File: src/rtl/note_sequencer.sv
// Table-driven note sequencer: steps through DEPTH song entries on a tempo tick
// and drives note/octave/volume of the downstream square-wave tone generator.
module note_sequencer #(
    parameter int DEPTH     = 16,
    parameter int GAP_TICKS = 1,
    localparam int IW       = $clog2(DEPTH)
) (
    input  logic          clk,
    input  logic          reset,
    input  logic          wr_en,
    input  logic [IW-1:0] wr_addr,
    input  logic [19:0]   wr_data,
    input  logic [4:0]    len,
    input  logic [15:0]   tempo_div,
    input  logic          loop_en,
    input  logic          start,
    input  logic          stop,
    output logic [3:0]    note,
    output logic [2:0]    octave,
    output logic [7:0]    volume,
    output logic          busy,
    output logic          done,
    output logic [IW-1:0] cur_idx
);

    localparam int GAP_LAST = (GAP_TICKS > 0) ? GAP_TICKS - 1 : 0;

    typedef enum logic [2:0] {S_IDLE, S_FETCH, S_PLAY, S_GAP, S_DONE} state_t;

    logic [19:0]   mem [DEPTH];
    logic [19:0]   rd_reg;

    state_t        state_reg, state_next;
    logic [IW-1:0] idx_reg, idx_next;
    logic [15:0]   cnt_reg, cnt_next;
    logic [15:0]   beat_reg, beat_next;
    logic [3:0]    dur_reg, dur_next;
    logic [3:0]    note_reg, note_next;
    logic [2:0]    octave_reg, octave_next;
    logic [7:0]    volume_reg, volume_next;

    logic [31:0]   len_eff;
    logic          tick;
    logic          last_entry;
    logic          state_change;
    state_t        adv_state;
    logic [IW-1:0] adv_idx;

    assign len_eff      = (32'(len) > 32'(DEPTH)) ? 32'(DEPTH) : 32'(len);
    assign tick         = (cnt_reg >= tempo_div);
    assign last_entry   = (32'(idx_reg) + 32'd1) >= len_eff;
    assign state_change = (state_next != state_reg);

    // Advance target: next entry, wrap to 0 when looping, else finish.
    assign adv_state = (!last_entry || loop_en) ? S_FETCH : S_DONE;
    assign adv_idx   = !last_entry ? idx_reg + 1'b1 : (loop_en ? '0 : idx_reg);

    // Read address follows idx_next so the entry is already in rd_reg during FETCH.
    always_ff @(posedge clk) begin
        if (wr_en) begin
            mem[wr_addr] <= wr_data;
        end
        rd_reg <= mem[idx_next];
    end

    always_ff @(posedge clk) begin
        if (!reset) begin
            state_reg  <= S_IDLE;
            idx_reg    <= '0;
            cnt_reg    <= '0;
            beat_reg   <= '0;
            dur_reg    <= '0;
            note_reg   <= '0;
            octave_reg <= '0;
            volume_reg <= '0;
        end else begin
            state_reg  <= state_next;
            idx_reg    <= idx_next;
            cnt_reg    <= cnt_next;
            beat_reg   <= beat_next;
            dur_reg    <= dur_next;
            note_reg   <= note_next;
            octave_reg <= octave_next;
            volume_reg <= volume_next;
        end
    end

    always_comb begin
        state_next = state_reg;
        idx_next   = idx_reg;
        case (state_reg)
            S_IDLE: begin
                if (start && !stop && len_eff != 32'd0) begin
                    state_next = S_FETCH;
                    idx_next   = '0;
                end
            end
            S_FETCH: state_next = S_PLAY;
            S_PLAY: begin
                if (tick && beat_reg == 16'(dur_reg)) begin
                    if (GAP_TICKS > 0) begin
                        state_next = S_GAP;
                    end else begin
                        state_next = adv_state;
                        idx_next   = adv_idx;
                    end
                end
            end
            S_GAP: begin
                if (tick && 32'(beat_reg) == 32'(GAP_LAST)) begin
                    state_next = adv_state;
                    idx_next   = adv_idx;
                end
            end
            S_DONE:  state_next = S_IDLE;
            default: state_next = S_IDLE;
        endcase
        if (stop && state_reg != S_IDLE) begin
            state_next = S_IDLE;
            idx_next   = idx_reg;
        end
    end

    always_comb begin
        cnt_next    = (state_change || tick) ? 16'd0 : cnt_reg + 16'd1;
        beat_next   = state_change ? 16'd0 : (tick ? beat_reg + 16'd1 : beat_reg);
        dur_next    = dur_reg;
        note_next   = note_reg;
        octave_next = octave_reg;
        volume_next = volume_reg;
        if (state_reg == S_FETCH && state_next == S_PLAY) begin
            dur_next = rd_reg[19:16];
            // Rests and out-of-range notes keep the last pitch and just go silent.
            if (rd_reg[15] || rd_reg[14:11] >= 4'd12) begin
                volume_next = 8'd0;
            end else begin
                note_next   = rd_reg[14:11];
                octave_next = rd_reg[10:8];
                volume_next = rd_reg[7:0];
            end
        end else if (state_next != S_PLAY && state_next != S_FETCH) begin
            volume_next = 8'd0;
        end
    end

    assign note    = note_reg;
    assign octave  = octave_reg;
    assign volume  = volume_reg;
    assign busy    = (state_reg != S_IDLE);
    assign done    = (state_reg == S_DONE);
    assign cur_idx = idx_reg;

endmodule

File: config.mk
export PLATFORM = sky130hd
export DESIGN_NAME = note_sequencer
export DESIGN_NICKNAME = d
export VERILOG_FILES = /design/src/rtl/note_sequencer.sv
export SDC_FILE = /design/constraint.sdc
export NUM_CORES = 1
export LEC_CHECK = 0
export ABC_CLOCK_PERIOD_IN_PS = 3950
export CORE_UTILIZATION = 55
export DETAILED_ROUTE_END_ITERATION = 7
export DONT_BUFFER_PORTS = 1
export HOLD_SLACK_MARGIN = 0.03
export PLACE_DENSITY = 0.7
export REMOVE_ABC_BUFFERS = 1
export SYNTH_ARGS = -nofsm -noshare
export SYNTH_HDL_FRONTEND = slang
export SYNTH_SLANG_ARGS = --single-unit
File: constraint.sdc
create_clock -name clk -period 3.95 [get_ports clk]
set_clock_uncertainty 0.05 [all_clocks]
set_input_delay 0.395 -clock clk [delete_from_list [all_inputs] [get_ports clk]]
set_output_delay 0.395 -clock clk [all_outputs]
set_load 0.005 [all_outputs]
[Word-level counts from Yosys, hierarchy flattened]
Memories as Yosys holds them, arrays and structs flattened. A register that Yosys moved wholly into a read port is not among the register bits.
Cells that the tools add are included.
Word-level totals
  bits in registers: 58
  RAM bits: 320
  input bits: 51
  output and inout bits: 21
  logic and storage cells: 66
  memories: 1
Operators by class
  add/subtract/negate cells: 4
  order comparisons: 4
  eq/ne operators: 9
  multiplexer cells: 18
  bitwise gates (word level): 2
  reduce and logical (&&, ||, !) cells: 20
Memories
  mem: depth 16, bits a word 20, read ports 1, clocked after Yosys merged registers in 1, write ports 1, RTL line 30  | logic [19:0] mem [DEPTH];
Operators with widths (number)
  $add 16x1->16 const B: 2
  $reduce_bool 32->1: 1
  $mux 8: 3
  $mux 4: 5
  $eq 16x4->1: 1
  $ge 16x16->1: 1
  $logic_not 16->1: 1
  $mux 3: 5
  $pmux 3 s4: 1
  $eq 3x2->1 const B: 3
  $pmux 4 s2: 1
  $logic_and 1x1->1: 7
  $add 4x1->5 const B: 1
  $ge 5x5->1: 1
  $gt 5x5->1 const B: 1
  $mux 5: 1
  $add 4x1->4 const B: 1
  $ge 4x4->1 const B: 1
  $reduce_or 2->1: 2
  $eq 3x1->1 const B: 1
  $eq 3x3->1 const B: 1
  $logic_not 3->1: 1
  $logic_or 1x1->1: 3
  $ne 3x1->1 const B: 1
  other kinds (8): 11

[Depth between registers and ports, before layout]
Gate-level depths: netlist of the first run.
  word-level depth: 13
  gate-level depth with buffers: 18
  mapped depth without buffers: 15

[Least setup slack after synthesis of the first run]
No wires, ideal clock.
  path kind: input-to-reg
  start: input port tempo_div[15]
  end: register cnt_reg[10]
  library setup time: 0.064 ns
  arrival: 3.346 ns
  required time: 3.836 ns
  slack: 0.490 ns
  stages on the path: 15
  path buffers: 3
  cells stage by stage: inv_1 -> ha_1 -> nand4_1 -> nor3_2 -> or4b_4 -> a31oi_2 -> nand2_1 -> a311o_1 -> mux2i_1 -> or3_1 -> buf_4 -> or2_1 -> buf_4 -> buf_6 -> nor2_1
On the way
  cells in the longest elaborated chain, start to end: 8
  elaborated cells on any way between the ends: 10
RTL lines
  start: declaration: RTL line 14  | input logic [15:0] tempo_div,
  $ge 16x16->1 *: RTL line 50  | assign tick = (cnt_reg >= tempo_div);
  $logic_and 1x1->1 (on tied branches): RTL line 110, 100
  $mux 3 (on tied branches): RTL line 110, 100
  $pmux 3 s4: RTL line 91  | case (state_reg)
  $mux 3: RTL line 118  | if (stop && state_reg != S_IDLE) begin
  $ne 3x3->1: RTL line 52  | assign state_change = (state_next != state_reg);
  $logic_or 1x1->1 *: RTL line 125  | cnt_next = (state_change || tick) ? 16'd0 : cnt_reg + 16'd1;
  $reduce_or 2->1 (no line) *
  end signal: assignment: RTL line 79  | cnt_reg <= cnt_next;
  end: declaration: RTL line 35  | logic [15:0] cnt_reg, cnt_next;
Mark *: on every way between the ends. The rest lies on a longest branch, timed or not.
A chain may end at the register's enable or synchronous reset.

[Final worst setup path of the first run]
  start: register idx_reg[0], in the netlist cur_idx[0]
  end: register rd_reg[12], read port of mem
On the way
  cells in the longest elaborated chain, start to end: 6
  elaborated cells on any way between the ends: 9
RTL lines
  start: declaration: RTL line 34  | logic [IW-1:0] idx_reg, idx_next;
  start signal: assignment: RTL line 78  | idx_reg <= idx_next;
  $add 4x1->5: RTL line 51  | assign last_entry = (32'(idx_reg) + 32'd1) >= len_eff;
  $ge 5x5->1: RTL line 51
  $mux 4: RTL line 56  | assign adv_idx = !last_entry ? idx_reg + 1'b1 : (loop_en ? '0 : idx_reg);
  $mux 4: RTL line 110  | if (tick && 32'(beat_reg) == 32'(GAP_LAST)) begin
  $pmux 4 s2: RTL line 91
  $mux 4 *: RTL line 118
  end: declaration: RTL line 31  | logic [19:0] rd_reg;
Marked as above.

==> metrics, run 1 <==
Synth async-reset ratio 0%; Port Buffer Count 0; n_diodes 0; Worst-Skew Late Latency 0.54 ns; CTS Buf Count 42; Worst Path Required 4.28 ns; Placer Congestion 0.799; core area 0.0287 mm2; initial antenna violation count 0; final net count 1209; Slew Limit Fails 0; post-route clock period utilization 96.1%; Final HPWL DP 21.0 mm; layout cells sized above 1 20.5%; Layout Utilization 65.0%; DP Cell Count 1441; fillers 2044; final hold viol count 0; Max Cap Violations 0; Routed Antenna Nets 0; fin worst setup slack 0.153 ns; worst slew pin tran 0.882 ns; FF-to-FF path depth 17; Placed Area 0.0168 mm2; Non-Filler Instances 1551; Vias/cell 6.02; CP Cell Sequence ha_2, inv_1, nor2_1, or2_2, ha_1, o211ai_1, a21oi_1, o22ai_2, and4bb_1, buf_4, a22oi_4, buf_12, buf_4, clkbuf_16, mux2_2, a222oi_1, o211ai_1; DIE AREA 0.0298 mm2; Slew HR 41.1%; mapped cell area 0.0160 mm2; ranking of synthesized cells by area edfxtp_1, dfxtp_1, mux2i_1, mux2_2, nor2_1; max reg flops 320; count leader, synth edfxtp_1; Syn Area/Cell 15.3 um2; row cnt 62; Clk pin slew, worst setup/hold paths 0.06 ns; Num Clock Sinks 398; Starting Density 55.9%; Leakage 6.87 nW; Yosys warnings 0; gr ovfl total 0; Worst Hold Path EP state_reg[2]; die width 173 um; CTS root buffer clkbuf_16; most frequent cells after synthesis edfxtp_1, nor2_1, mux2i_1, dfxtp_1, mux2_2; Pre-antenna DRT Iters 6; CTS Buffer Depth 3; vias in the first global route 9374; Area growth syn-to-layout 16.3%; DRC 0; Total Power 8.78 mW; Cell Pwr Density 471 mW/mm2; Worst path top cell family by delay compound AO/OA/AOI/OAI gates; htree depth 2; pre-CTS setup slack -0.0319 ns; DRT iter0 DRCs 818; final WL 36.4 mm; critical path fanouts, max 13; CP Data Arrival Time 4.13 ns; crit path kind reg -> reg; reg2reg end rd_reg[12]; VDD IR-drop max 351 uV; Yosys top cell area share 59.9%; drt wl/cell 23.5 um; slowest cell on the critical path dfxtp_2; startpoint types register; Worst Setup End Kind register; min-delay src stop; gr usage total 24.3%; Netlist cell types 64; via count 9330; status finished, final reports clean; IO Pins 72; worst reg2reg path startpoint cur_idx[0]; synthesis-stage register bit count 398; Die H 173 um; critical path's largest stage delay 0.35 ns; largest net degree at the start of global routing 29; Hold Path Depth 2; sequential-to-total area share from yosys stat 69.7%; most common flop cell mapped by yosys edfxtp_1; first-pass GRT wire length 54.4 mm; Finished Cell Area 0.0186 mm2; final setup vio count 0; Synth area leader edfxtp_1; setup tns final 0 ns; Synth Instances 1050; max frequency 0.263 GHz; WP depth 17; Worst Hold Margin 0.0614 ns; Final min period 3.80 ns; CTS tree done; multi-input logic area 0.00462 mm2; register area 0.0112 mm2; EDFF count, synth 320; Hold WC Path Type in -> reg; RSZ-0062 raised after global routing true; r2r setup slk 0.15 ns; Buf/Inv on CP 5
==> kinds of logic after synthesis <==
| kind of cell | Yosys count | synth area share, % |
|---|---|---|
| AND/OR/NAND/NOR | 217 | 6.60 |
| multiplexers | 151 | 9.88 |
| adder cells (fa/ha/maj) | 25 | 1.95 |
| AO/OA/AOI/OAI | 151 | 7.73 |
| flip-flops | 398 | 69.7 |
| buffers and inverters | 73 | 2.25 |
| XOR/XNOR | 35 | 1.91 |
==> area by class of cell <==
cell class / instances / area share, %
tap: 384 / 2.58
multi-input combinational: 579 / 24.8
clock inverter: 15 / 0.960
timing repair buffer: 89 / 4.69
clock buffer: 63 / 6.60
sequential: 398 / 59.9
inverter: 23 / 0.463
==> where the power goes <==
| part | switching [mW] | leakage [nW] | internal (mW) |
|---|---|---|---|
| logic | 0.143 | 2.65 | 0.0710 |
| clock network | 1.57 | 0.696 | 2.37 |
| registers | 0.0234 | 3.53 | 4.60 |
| total | 1.73 | 6.87 | 7.04 |
==> per-layer routing <==
layer / share of wire (%) / wire length [um] / GRT usage [%] / up-vias
li1: - / - / - / 4245
met1: 40 / 14600 / 32.0 / 4626
met2: 50 / 18300 / 41.6 / 393
met3: 7.3 / 2680 / 3.74 / 66
met4: 2.4 / 881 / 7.49 / 0
met5: 0 / 0 / 0 / -
==> layout by cell type, fill, tap and decap left out, types with 4 or more instances in the layout <==
cell type	Yosys	routed
nor2_1	103	90
a221oi_1	19	19
a21oi_1	13	13
nand3b_1	5	5
a22oi_2	8	9
inv_1	22	22
mux2i_1	93	91
a22oi_1	21	20
nor4_1	4	4
nor3_1	10	6
nor2b_1	4	4
a222oi_1	19	19
dfxtp_1	78	75
clkbuf_16	0	46
clkbuf_1	26	12
and3_1	11	11
buf_12	0	5
mux2_2	56	56
nand2_1	26	26
buf_4	5	53
nand4_1	8	8
xor2_1	25	25
o211ai_1	22	22
edfxtp_1	320	320
o21ai_0	9	8
dlygate4sd3_1	0	24
nand3_1	15	15
nor2_2	2	15
a211oi_1	21	21
xnor2_1	10	9
ha_1	25	24
clkbuf_8	0	8
nor3_2	1	5
and2_1	4	5
nand2b_1	4	4
clkinv_2	0	6
==> timing repair <==
| item | CTS | global route |
|---|---|---|
| hold buffers | 24 | 0 |
| hold endpoints to repair | 323 | 0 |
| setup endpoints to repair | 7 | 17 |
| resized for setup | 1 | 14 |
| pin swaps | 0 | 5 |
| gates cloned | 0 | 3 |
| buffers inserted | 0 | 5 |
==> how the worst max path moves through the flow <==
stage	startpoint	endpoint	slack (ns)
floorplan	cur_idx[1]	rd_reg[18]	-2.34
global placement	cur_idx[2]	rd_reg[10]	0.04
detailed placement	cur_idx[2]	rd_reg[10]	-0.03
CTS	cur_idx[0]	rd_reg[11]	0.03
global route	cur_idx[0]	rd_reg[2]	-0.04
finish	cur_idx[0]	rd_reg[12]	0.15
(Power assumes the default switching activity.)
==> run 2: changes to the inputs <==
--- a/config.mk
+++ b/config.mk
@@ -6,11 +6,10 @@
 export NUM_CORES = 1
 export LEC_CHECK = 0
 export ABC_CLOCK_PERIOD_IN_PS = 3950
-export CORE_UTILIZATION = 55
+export CORE_UTILIZATION = 46
 export DETAILED_ROUTE_END_ITERATION = 7
 export DONT_BUFFER_PORTS = 1
 export HOLD_SLACK_MARGIN = 0.03
-export PLACE_DENSITY = 0.7
 export REMOVE_ABC_BUFFERS = 1
 export SYNTH_ARGS = -nofsm -noshare
 export SYNTH_HDL_FRONTEND = slang
==> run 2 against run 1 <==
Against the previous run: clock-buffer cell count is 4 higher; design area is 0.32% higher; die area is 19% higher; critical endpoint is now rd_reg[16]; clock power is 6.1% lower; core utilization is 11 points lower; largest cell class unchanged; first-iteration DRC count is 4.0% lower; via count stayed put.
==> metrics, run 2 (synthesis results as in run 1) <==
status finished, final reports clean; CTS tree done; Vias/cell 5.72 (-4.8%); DRC 0 (unchanged); Num Clock Sinks 398 (unchanged); htree depth 2 (unchanged); Worst Path Required 4.28 ns (about the same); startpoint types register; final WL 38.0 mm (+4.2%); final net count 1218 (+0.74%); worst slew pin tran 1.08 ns (+0.199 ns); most common cell after layout, fill and taps aside edfxtp_1; drt wl/cell 23.3 um (-0.88%); Max Cap Violations 0 (unchanged); DIE AREA 0.0356 mm2 (+19%); Worst path top cell family by delay compound AO/OA/AOI/OAI gates; Hold WC Path Type in -> reg; final hold viol count 0 (unchanged); Slew HR 27.9% (-13 points); critical path's largest stage delay 0.46 ns (+0.11 ns); via count 9330 (unchanged); critical path fanouts, max 17 (+4); gr ovfl total 0 (unchanged); Leakage 6.86 nW (-0.12%); die width 189 um (+9.2%); register area 0.0112 mm2 (about the same); CP Cell Sequence inv_1, ha_1, nand2b_1, a2111oi_0, or4b_4, nand3_2, and4bb_2, buf_4, a22oi_4, buf_12, buf_12, mux2i_1, mux2i_1, a222oi_1, o211ai_1; CTS Buf Count 42 (unchanged); layout cells sized above 1 19.8% (-0.65 points); crit path kind reg -> reg; DRT iter0 DRCs 785 (-4.0%); CTS root buffer clkbuf_16; final setup vio count 0 (unchanged); Total Power 8.54 mW (-2.7%); gr usage total 21.1% (-3.2 points); multi-input logic area 0.00460 mm2 (-0.38%); Buf/Inv on CP 4 (-1); Die H 189 um (+9.2%); Placer Congestion 0.786 (-1.6%); CTS Buffer Depth 3 (unchanged); slowest cell on the critical path a2111oi_0; Port Buffer Count 0 (unchanged); Clk pin slew, worst setup/hold paths 0.06 ns (about the same); Routed Antenna Nets 0 (unchanged); CP Data Arrival Time 4.11 ns (-0.02 ns); row cnt 68 (+9.7%); largest net degree at the start of global routing 36 (+24%); Final min period 3.77 ns (-0.0231 ns); Placed Area 0.0170 mm2 (+0.80%); Finished Cell Area 0.0187 mm2 (+0.32%); max reg flops 320 (unchanged); Final HPWL DP 21.3 mm (+1.8%); fillers 2796 (+37%); Area growth syn-to-layout 16.7%; Pre-antenna DRT Iters 6 (unchanged); initial antenna violation count 0 (unchanged); core area 0.0345 mm2 (+20%); max frequency 0.265 GHz (+0.61%); Starting Density 46.5% (-9.3 points); first-pass GRT wire length 55.7 mm (+2.5%); Worst Setup End Kind register; vias in the first global route 9081 (-3.1%); highest-count cells in the layout ignoring fill and taps edfxtp_1, mux2i_1, nor2_1; VDD IR-drop max 316 uV (-10%); n_diodes 0 (unchanged); Worst-Skew Late Latency 0.53 ns (about the same); Cell Pwr Density 457 mW/mm2 (-3.0%); Slew Limit Fails 0 (unchanged); post-route clock period utilization 95.5% (-0.58 points); IO Pins 72 (unchanged)
==> run 2: changes by cell type in the layout (fill, tap and decap cells not counted), sizes merged <==
cell / previous run / this run
clkbuf: 66 / 70
clkinv: 11 / 8
buf: 62 / 71
bufinv: 3 / 1
==> run 2: final timing paths <==
path	slack (ns)	depth (start not counted)	from	end
setup / recovery	0.18	15	cnt_reg[0]	rd_reg[16]
hold / removal	0.07	3	stop	state_reg[1]
setup reg to reg	0.18	15	cnt_reg[0]	rd_reg[16]
hold reg to reg	0.42	2	rd_reg[18]	dur_reg[2]
==> run 2: per-layer routing <==
layer | up-vias | share of wire [%] | track usage, %
li1 | 4254 | - | -
met1 | 4676 | 46 | 31.2
met2 | 343 | 45 | 32.3
met3 | 57 | 7.2 | 3.58
met4 | 0 | 2.0 | 5.46
met5 | - | 0 | 0
==> run 2: report_power, final <==
part           switching (mW)  leakage [nW]  internal [mW]
Sequential             0.0222          3.53           4.60
Combinational           0.145          2.70         0.0680
Clock                    1.54         0.632           2.16
Total                    1.71          6.86           6.83
==> run 2: repair_timing <==
item,CTS,global route
hold endpoints to repair,322,0
buffers inserted,0,13
hold buffers,24,0
endpoints found under the setup margin,0,19
resized for setup,0,6
==> run 2: stage by stage <==
stage          setup slack, ns  util [%]  hold WS [ns]  setup TNS [ns]  std cells
4_1_cts                 0.0847      53.7        0.0421               0       1614
3_3_place_gp             0.145      49.2         0.396               0       1513
2_1_floorplan            -2.34         -         0.387          -42.41       1000
3_5_place_dp             0.102      49.2         0.405               0       1513
5_1_grt               -0.00281      54.3         0.101        -0.00574       1630
6_report                 0.176      54.3        0.0670               0       1630
==> run 2: area by class of cell <==
class                           instances  share of cell area (%)
Sequential cell                       398                    59.7
Multi-Input combinational cell        579                    24.6
Clock buffer                           67                    6.44
Timing Repair Buffer                   98                    5.24
Tap cell                              455                    3.04
Clock inverter                         10                   0.488
Inverter                               23                   0.462
==> run 2: worst register-to-register path, cell delays in order, from the launching register on <==
cell and delay, ns:
dfxtp_1 0.40, inv_1 0.07, ha_1 0.27, nand2b_1 0.14
a2111oi_0 0.46, or4b_4 0.23, nand3_2 0.10, and4bb_2 0.30
buf_4 0.17, a22oi_4 0.28, buf_12 0.19, buf_12 0.18
mux2i_1 0.20, mux2i_1 0.11, a222oi_1 0.33, o211ai_1 0.14
==> run 3: changes to the inputs <==
--- a/config.mk
+++ b/config.mk
@@ -7,6 +7,7 @@
 export LEC_CHECK = 0
 export ABC_CLOCK_PERIOD_IN_PS = 3950
 export CORE_UTILIZATION = 46
+export CTS_BUF_LIST = sky130_fd_sc_hd__clkbuf_4
 export DETAILED_ROUTE_END_ITERATION = 7
 export DONT_BUFFER_PORTS = 1
 export HOLD_SLACK_MARGIN = 0.03
==> run 3 against run 2 <==
Against the previous run: design area rose by 0.77%; clock-buffer cell count rose by 99; largest power group unchanged; critical path depth did not move.
==> metrics, run 3 (synthesis results as in run 1) <==
status finished, final reports clean; crit path kind reg -> reg; Leakage 7.08 nW (+3.2%); post-route clock period utilization 95.9% (+0.37 points); RSZ-0062 raised after global routing false; fillers 2845 (+1.8%); drt wl/cell 22.1 um (-4.9%); most common cell after layout, fill and taps aside edfxtp_1; Worst path top cell family by delay compound AO/OA/AOI/OAI gates; CTS Buf Count 101 (+140%); Worst Setup End Kind register; slowest cell on the critical path a2111oi_0; Slew Limit Fails 0 (unchanged); critical path's largest stage delay 0.47 ns (about the same); final hold viol count 0 (unchanged); Non-Filler Instances 1744 (+7.0%); Worst Path Required 4.50 ns (+0.22 ns); row cnt 68 (unchanged); Starting Density 46.5% (unchanged); Max Cap Violations 0 (unchanged); Slew HR 27.2% (-0.69 points); CP Data Arrival Time 4.33 ns (+0.22 ns); htree depth 3 (+1); vias in the first global route 9670 (+6.5%); max reg flops 320 (unchanged); max frequency 0.264 GHz (-0.39%); r2r setup slk 0.16 ns (about the same); Area growth syn-to-layout 17.6%; final net count 1283 (+5.3%); initial antenna violation count 1 (+1); Num Clock Sinks 398 (unchanged); Vias/cell 5.56 (-2.9%); Worst-Skew Late Latency 0.78 ns (+0.25 ns); Cell Pwr Density 452 mW/mm2 (-0.94%); largest net degree at the start of global routing 36 (unchanged); Routed Antenna Nets 0 (unchanged); worst slew pin tran 1.09 ns (+0.0103 ns); layout cells sized above 1 27.5% (+7.7 points); Port Buffer Count 0 (unchanged); Total Power 8.53 mW (-0.17%); DRT iter0 DRCs 732 (-6.8%); IO Pins 72 (unchanged); VDD IR-drop max 266 uV (-16%); gr ovfl total 0 (unchanged); Clk pin slew, worst setup/hold paths 0.06 ns (about the same); DRC 0 (unchanged); CTS root buffer clkbuf_4; CTS tree done; Hold WC Path Type in -> reg; Pre-antenna DRT Iters 5 (-1); DIE AREA 0.0356 mm2 (unchanged); core area 0.0345 mm2 (unchanged); Placer Congestion 0.786 (unchanged); Final min period 3.79 ns (+0.0146 ns); CP Cell Sequence inv_1, ha_1, nand2b_1, a2111oi_0, or4b_4, nand3_2, and4bb_2, buf_4, a22oi_4, buf_12, buf_4, buf_4, mux2_2, a222oi_1, o211ai_1; critical path fanouts, max 9 (-8); Layout Utilization 54.7% (+0.42 points); DP Cell Count 1513 (unchanged); startpoint types register; first-pass GRT wire length 57.1 mm (+2.6%); crit-path most repeated cell buf_4; via count 9698 (+3.9%); die width 189 um (unchanged); gr usage total 21.9% (+0.76 points); CTS Buffer Depth 3 (unchanged); Die H 189 um (unchanged); highest-count cells in the layout ignoring fill and taps edfxtp_1, clkbuf_4, mux2i_1; final setup vio count 0 (unchanged); final WL 38.6 mm (+1.7%); Final HPWL DP 21.3 mm (unchanged); Buf/Inv on CP 5 (+1)
## run 3: final timing paths
kind | start | cells after the start | to
worst min register to register | rd_reg[8] | 2 | octave[0]
worst max-delay path | cnt_reg[0] | 15 | rd_reg[11]
worst max register to register | cnt_reg[0] | 15 | rd_reg[11]
worst min-delay path | wr_addr[1] | 2 | mem[10][5]
## run 3: power by group
part	switching (mW)	internal, mW
Combinational	0.148	0.0713
Clock	1.60	2.09
Sequential	0.0221	4.60
Total	1.77	6.76
## run 3: per-layer routing
metal | vias to the layer above | routed length [um] | global-route usage (%) | part of all wire [%]
li1 | 4466 | - | - | -
met1 | 4780 | 17100 | 30.4 | 44
met4 | 0 | 759 | 8.31 | 2.0
met2 | 387 | 17500 | 32.8 | 45
met5 | - | 0 | 0 | 0
met3 | 65 | 3230 | 5.83 | 8.4
## run 3: timing repair
action	CTS	global route
resized for setup	0	7
endpoints found under the setup margin	0	19
hold buffers	30	0
buffers inserted	0	14
endpoints found under the hold margin	374	0
## run 3: worst reg2reg max path, stage by stage, from the launching register on
cell,delay (ns)
dfxtp_1,0.40
inv_1,0.07
ha_1,0.27
nand2b_1,0.14
a2111oi_0,0.47
or4b_4,0.23
nand3_2,0.10
and4bb_2,0.29
buf_4,0.16
a22oi_4,0.28
buf_12,0.17
buf_4,0.16
buf_4,0.18
mux2_2,0.35
a222oi_1,0.22
o211ai_1,0.13
## run 3: area by class of cell
class                      count  area, um2  area share (%)
inverter                      23       86.3           0.458
multi-input combinational    579       4600            24.4
clock buffer                 166       1250            6.61
clock inverter                18        163           0.863
sequential                   398      11200            59.3
timing repair buffer         104       1010            5.36
antenna                        1       2.50          0.0133
tap                          455        569            3.02
## run 3: per-stage QoR
stage | hold slack (ns) | cell area (um2) | setup slack [ns] | TNS (ns)
floorplan | 0.387 | 15800 | -2.34 | -42.41
global route | 0.142 | 18800 | 0.0231 | 0
finish | 0.194 | 18800 | 0.161 | 0
global placement | 0.396 | 17000 | 0.145 | 0
detailed placement | 0.405 | 17000 | 0.102 | 0
CTS | 0.111 | 18700 | 0.0359 | 0
